`config.mk`:
```
export PLATFORM = sky130hd
export DESIGN_NAME = regset_writeback
export DESIGN_NICKNAME = d
export VERILOG_FILES = /design/src/rtl/regset_writeback.sv
export SDC_FILE = /design/constraint.sdc
export NUM_CORES = 1
export LEC_CHECK = 0
export CAP_MARGIN = 20
export CORE_MARGIN = 2
export CORE_UTILIZATION = 32
export DETAILED_ROUTE_END_ITERATION = 6
export HOLD_SLACK_MARGIN = 0.05
export PLACE_DENSITY = 0.58
export SLEW_MARGIN = 20
export SYNTH_ARGS = -nofsm -noshare
export SYNTH_HDL_FRONTEND = slang
export SYNTH_SLANG_ARGS = --single-unit
```
`constraint.sdc`:
```
create_clock -name clk -period 2.4 [get_ports clk]
set_input_delay 0.48 -clock clk [delete_from_list [all_inputs] [get_ports clk]]
set_output_delay 0.48 -clock clk [all_outputs]
set_load 0.05 [all_outputs]
```
`src/rtl/regset_writeback.sv`:
```
// Regset write-port front end: load FIFO (priority) merged with ALU results into a registered write stage.
// Optional hazard check enabled by defining WRITEBACK_HAZARD_EN.
`ifndef REGISTER_COUNT
`define REGISTER_COUNT 32
`endif

module regset_writeback #(
  parameter int RegisterCount = `REGISTER_COUNT,
  parameter int LoadFifoDepth = 4,
  localparam int RW = $clog2(RegisterCount),
  localparam int PW = $clog2(LoadFifoDepth),
  localparam int CW = PW + 1,
  localparam int WW = 32
) (
  input  logic          clk,
  input  logic          res,
  input  logic          alu_valid,
  output logic          alu_ready,
  input  logic [RW-1:0] alu_reg,
  input  logic [WW-1:0] alu_data,
  input  logic          load_valid,
  output logic          load_ready,
  input  logic [RW-1:0] load_reg,
  input  logic [WW-1:0] load_data,
  output logic [WW-1:0] write,
  output logic [RW-1:0] write_reg,
  output logic          write_enable,
  input  logic [RW-1:0] hz_reg0,
  input  logic [RW-1:0] hz_reg1,
  output logic          hz_stall,
  output logic [CW-1:0] fifo_count
);

  typedef struct packed {
    logic [RW-1:0] rd;
    logic [WW-1:0] data;
  } entry_t;

  entry_t [LoadFifoDepth-1:0] mem_q, mem_d;
  logic [PW-1:0] rd_ptr_q, rd_ptr_d, wr_ptr_q, wr_ptr_d;
  logic [CW-1:0] count_q, count_d;
  logic          we_q, we_d;
  logic [WW-1:0] wdata_q, wdata_d;
  logic [RW-1:0] wreg_q, wreg_d;

  logic empty, full, alu_hs, load_hs, push, pop;

  assign empty      = (count_q == '0);
  assign full       = (count_q == CW'(LoadFifoDepth));
  // Readies are forced low while reset is asserted, not just after the next edge.
  assign load_ready = res && !full;
  assign alu_ready  = res && empty;
  assign alu_hs     = alu_valid && alu_ready;
  assign load_hs    = load_valid && load_ready;
  assign push       = load_hs && (load_reg != '0);
  assign pop        = !empty;

  assign write        = wdata_q;
  assign write_reg    = wreg_q;
  assign write_enable = we_q;
  assign fifo_count   = count_q;

  always_comb begin
    mem_d    = mem_q;
    rd_ptr_d = rd_ptr_q;
    wr_ptr_d = wr_ptr_q;
    count_d  = count_q + CW'(push) - CW'(pop);
    we_d     = 1'b0;
    wdata_d  = wdata_q;
    wreg_d   = wreg_q;
    if (push) begin
      mem_d[wr_ptr_q] = '{rd: load_reg, data: load_data};
      wr_ptr_d        = wr_ptr_q + PW'(1);
    end
    if (pop) begin
      we_d     = 1'b1;
      wdata_d  = mem_q[rd_ptr_q].data;
      wreg_d   = mem_q[rd_ptr_q].rd;
      rd_ptr_d = rd_ptr_q + PW'(1);
    end else if (alu_hs && alu_reg != '0) begin
      we_d    = 1'b1;
      wdata_d = alu_data;
      wreg_d  = alu_reg;
    end
  end

  always_ff @(posedge clk or negedge res) begin
    if (!res) begin
      mem_q    <= '0;
      rd_ptr_q <= '0;
      wr_ptr_q <= '0;
      count_q  <= '0;
      we_q     <= 1'b0;
      wdata_q  <= '0;
      wreg_q   <= '0;
    end else begin
      mem_q    <= mem_d;
      rd_ptr_q <= rd_ptr_d;
      wr_ptr_q <= wr_ptr_d;
      count_q  <= count_d;
      we_q     <= we_d;
      wdata_q  <= wdata_d;
      wreg_q   <= wreg_d;
    end
  end

`ifdef WRITEBACK_HAZARD_EN
  logic [LoadFifoDepth-1:0] ent_vld;
  logic hit0, hit1;

  // An entry is live when its distance from the read pointer is below the occupancy.
  for (genvar i = 0; i < LoadFifoDepth; i++) begin : g_ent
    logic [PW-1:0] off;
    assign off        = PW'(i) - rd_ptr_q;
    assign ent_vld[i] = {1'b0, off} < count_q;
  end

  always_comb begin
    hit0 = 1'b0;
    hit1 = 1'b0;
    for (int i = 0; i < LoadFifoDepth; i++) begin
      if (ent_vld[i] && mem_q[i].rd == hz_reg0) hit0 = 1'b1;
      if (ent_vld[i] && mem_q[i].rd == hz_reg1) hit1 = 1'b1;
    end
    if (we_q && wreg_q == hz_reg0) hit0 = 1'b1;
    if (we_q && wreg_q == hz_reg1) hit1 = 1'b1;
    if (alu_hs && alu_reg == hz_reg0) hit0 = 1'b1;
    if (alu_hs && alu_reg == hz_reg1) hit1 = 1'b1;
    if (load_hs && load_reg == hz_reg0) hit0 = 1'b1;
    if (load_hs && load_reg == hz_reg1) hit1 = 1'b1;
  end

  assign hz_stall = (hit0 && hz_reg0 != '0) || (hit1 && hz_reg1 != '0);
`else
  logic unused_hz;
  assign unused_hz = ^{hz_reg0, hz_reg1};
  assign hz_stall  = 1'b0;
`endif

endmodule

```
==> flow_summary.json <==
{
  "vias_per_cell": 4.970,
  "netlist-cell-type-count": 30,
  "drive_above_1_share_pct": 34.48,
  "clock_tree.root_cell": "clkbuf_16",
  "grt_first_pass_wirelength_um": 34630,
  "layout.cells.non_filler": 1159,
  "slew_violations": 0,
  "drc_errors": 0,
  "max_cap_viol_count": 0,
  "nNetsFinal": 868,
  "power_mw": 15.86,
  "port_buffers": 120,
  "cts.sinks": 193,
  "drtIter0Drc": 331,
  "hold_viol_final": 0,
  "gp_congestion": 0.6972,
  "worstSetupPathType": "register to primary output",
  "clk_latency_ns": 0.43,
  "ant_nets": 0,
  "yosysWarnings": 0,
  "relSlewSlack_pct": 47.59,
  "dpl.hpwl_um": 14400,
  "ir_worst_vdd_v": 0.0006555,
  "htree_levels": 4,
  "synth_edf_count": 0,
  "synth_top_area_share_pct": 54.37,
  "dp_slack_ns": -0.2630,
  "placedCellCount": 1126,
  "fp.dieW_um": 170.6,
  "cp_data_arrival_time_ns": 1.73,
  "wl_um": 21800,
  "ys_seq_area_share_pct": 54.37,
  "core.rowCount": 60,
  "die-area_mm2": 0.02911,
  "worstPathCellList": "nor3_4 -> buf_6 -> and2_1 -> buf_12",
  "critical_path.endpoint_type": "primary output",
  "worst_ep_required_time_ns": 1.92,
  "start_kind": "register",
  "core_mm2": 0.02710,
  "ys_seq_elements": 193,
  "finClkSkew_ns": 0.01594,
  "grt_max_degree": 145,
  "rsz0062_at_grt": "false",
  "ys.flop_type": "dfrtp_1",
  "grt_pass1_vias": 5998,
  "path_clk_slew_ns": 0.07,
  "syn2layout_area_growth_pct": 28.37,
  "start_util_pct": 32.77,
  "r2r-start": "fifo_count[1]$_DFF_PN0_",
  "worst_slack_ns": 0.1886,
  "layout_commonest_cell": "dfrtp_1",
  "holdWs_ns": 0.2564,
  "synth_top_area_cell": "dfrtp_1",
  "vias": 5760,
  "period_minus_slack_ns": 2.211,
  "async_flop_share_pct": 100.0,
  "ios": 132,
  "syn_area_per_cell_um2": 13.90,
  "r2r_cells": 8,
  "grt_remaining_overflow": 0,
  "synth_area_mm2": 0.008882,
  "utilization_pct": 42.07,
  "post_cts_buffers": 0,
  "p_leak_nw": 4.773,
  "cts_tree": "built",
  "dieHeight_um": 170.6,
  "cp_top_family": "flip-flops",
  "layout_common_cells": "189 x dfrtp_1, 135 x mux2_2, 117 x clkdlybuf4s50_1",
  "synth_fp_nets": 734,
  "min_period_over_period_pct": 92.14,
  "antenna_found_initial": 1,
  "r2r-end": "fifo_count[2]$_DFF_PN0_",
  "cp_slowest_stage_delay_ns": 0.47,
  "grt_usage_pct": 15.61,
  "synth.area.top_cells": "dfrtp_1 54%, mux2_2 17%, mux4_2 9.4%, nand3_1 3.6%, a41oi_1 3.2%",
  "clockBufferDepth": 2,
  "largest_reg_flops": 148,
  "rrSetupSlack_ns": 0.26,
  "pwr_density_cell_mw_per_mm2": 1391,
  "tightest_slew_ns": 0.7861,
  "cts_made_buffers": 17,
  "cpMaxStageDelayCell": "dfrtp_2",
  "cts_hold_buf": 0,
  "status": "finished clean",
  "cp_max_fo": 28,
  "cts_resized": 0,
  "syn_inst": 639,
  "drt-pass1-iter-count": 4,
  "hp-class": "input port to asynchronous set/reset pin",
  "setup_viol_count_final": 0,
  "crit_buf_inv": 2,
  "post_drt_wl_per_cell_um": 18.81,
  "timing.fmax_ghz": 0.4522
}
synth_stat cells, types with 4 or more instances:
library cell,number
inv_1,7
mux2_2,135
ha_1,6
buf_1,4
xnor2_1,4
mux4_2,37
nand2_1,38
mux2_4,12
clkbuf_1,24
buf_6,12
a41oi_1,32
dfrtp_1,193
nor2_1,44
nand3_1,64
nand2_4,4
a221oi_1,5
stage by stage:
| stage | instance area, um^2 | setup TNS, ns |
|---|---|---|
| global route | 11400 | 0 |
| floorplan | 8900 | -0.1393 |
| CTS | 11400 | 0 |
| detailed placement | 10800 | -12.41 |
| finish | 11400 | 0 |
| global placement | 10800 | -4.068 |
layer usage:
metal,track usage (%),vias to the layer above,wire length [um]
met5,0,-,0
met4,3.790,0,173
met3,3.053,10,919
met2,25.72,128,10690
met1,21.26,2988,10010
li1,-,2634,-
worst max path at each step:
stage	startpoint	end	slack, ns	cells past startpoint
6_report	fifo_count[1]$_DFF_PN0_	alu_ready	0.19	4
5_1_grt	fifo_count[1]$_DFF_PN0_	alu_ready	0.06	4
4_1_cts	fifo_count[1]$_DFF_PN0_	alu_ready	0.07	4
3_5_place_dp	load_reg[1]	fifo_count[2]$_DFF_PN0_	-0.26	10
3_3_place_gp	load_reg[1]	fifo_count[2]$_DFF_PN0_	-0.22	10
2_1_floorplan	fifo_count[2]$_DFF_PN0_	fifo_count[2]$_DFF_PN0_	-0.14	9
power by group:
group          internal (mW)  switching (mW)
clock network           1.58            1.35
logic                   3.58            3.50
registers               4.94           0.894
total                   10.1            5.75
worst reg2reg max path, cell delays in order (launching register included):
cell and delay (ns):
dfrtp_2 0.47, nor3_4 0.20, inv_1 0.17, ha_1 0.32, inv_1 0.04, ha_1 0.19
fa_2 0.34, xor2_1 0.17, xnor2_1 0.13
cells by family after synthesis:
family                   Yosys count  synth area share, %
multiplexers                     185                28.65
buffers and inverters             51                3.254
AO/OA/AOI/OAI                     40                4.015
adder cells (fa/ha/maj)            7                1.071
AND/OR/NAND/NOR                  157                8.100
XOR/XNOR                           5               0.4930
other                              1              0.04222
flip-flops                       193                54.37
area by class of cell:
cell class / count / area (um^2)
antenna: 1 / 2.502
clock buffer: 18 / 429.2
clock inverter: 14 / 168.9
fill: 2529 / 15700
inverter: 7 / 26.28
multi-input combinational: 395 / 3791
sequential: 193 / 4835
tap: 372 / 465.4
timing repair buffer: 159 / 1684
Power figures use the tool's default switching activity.
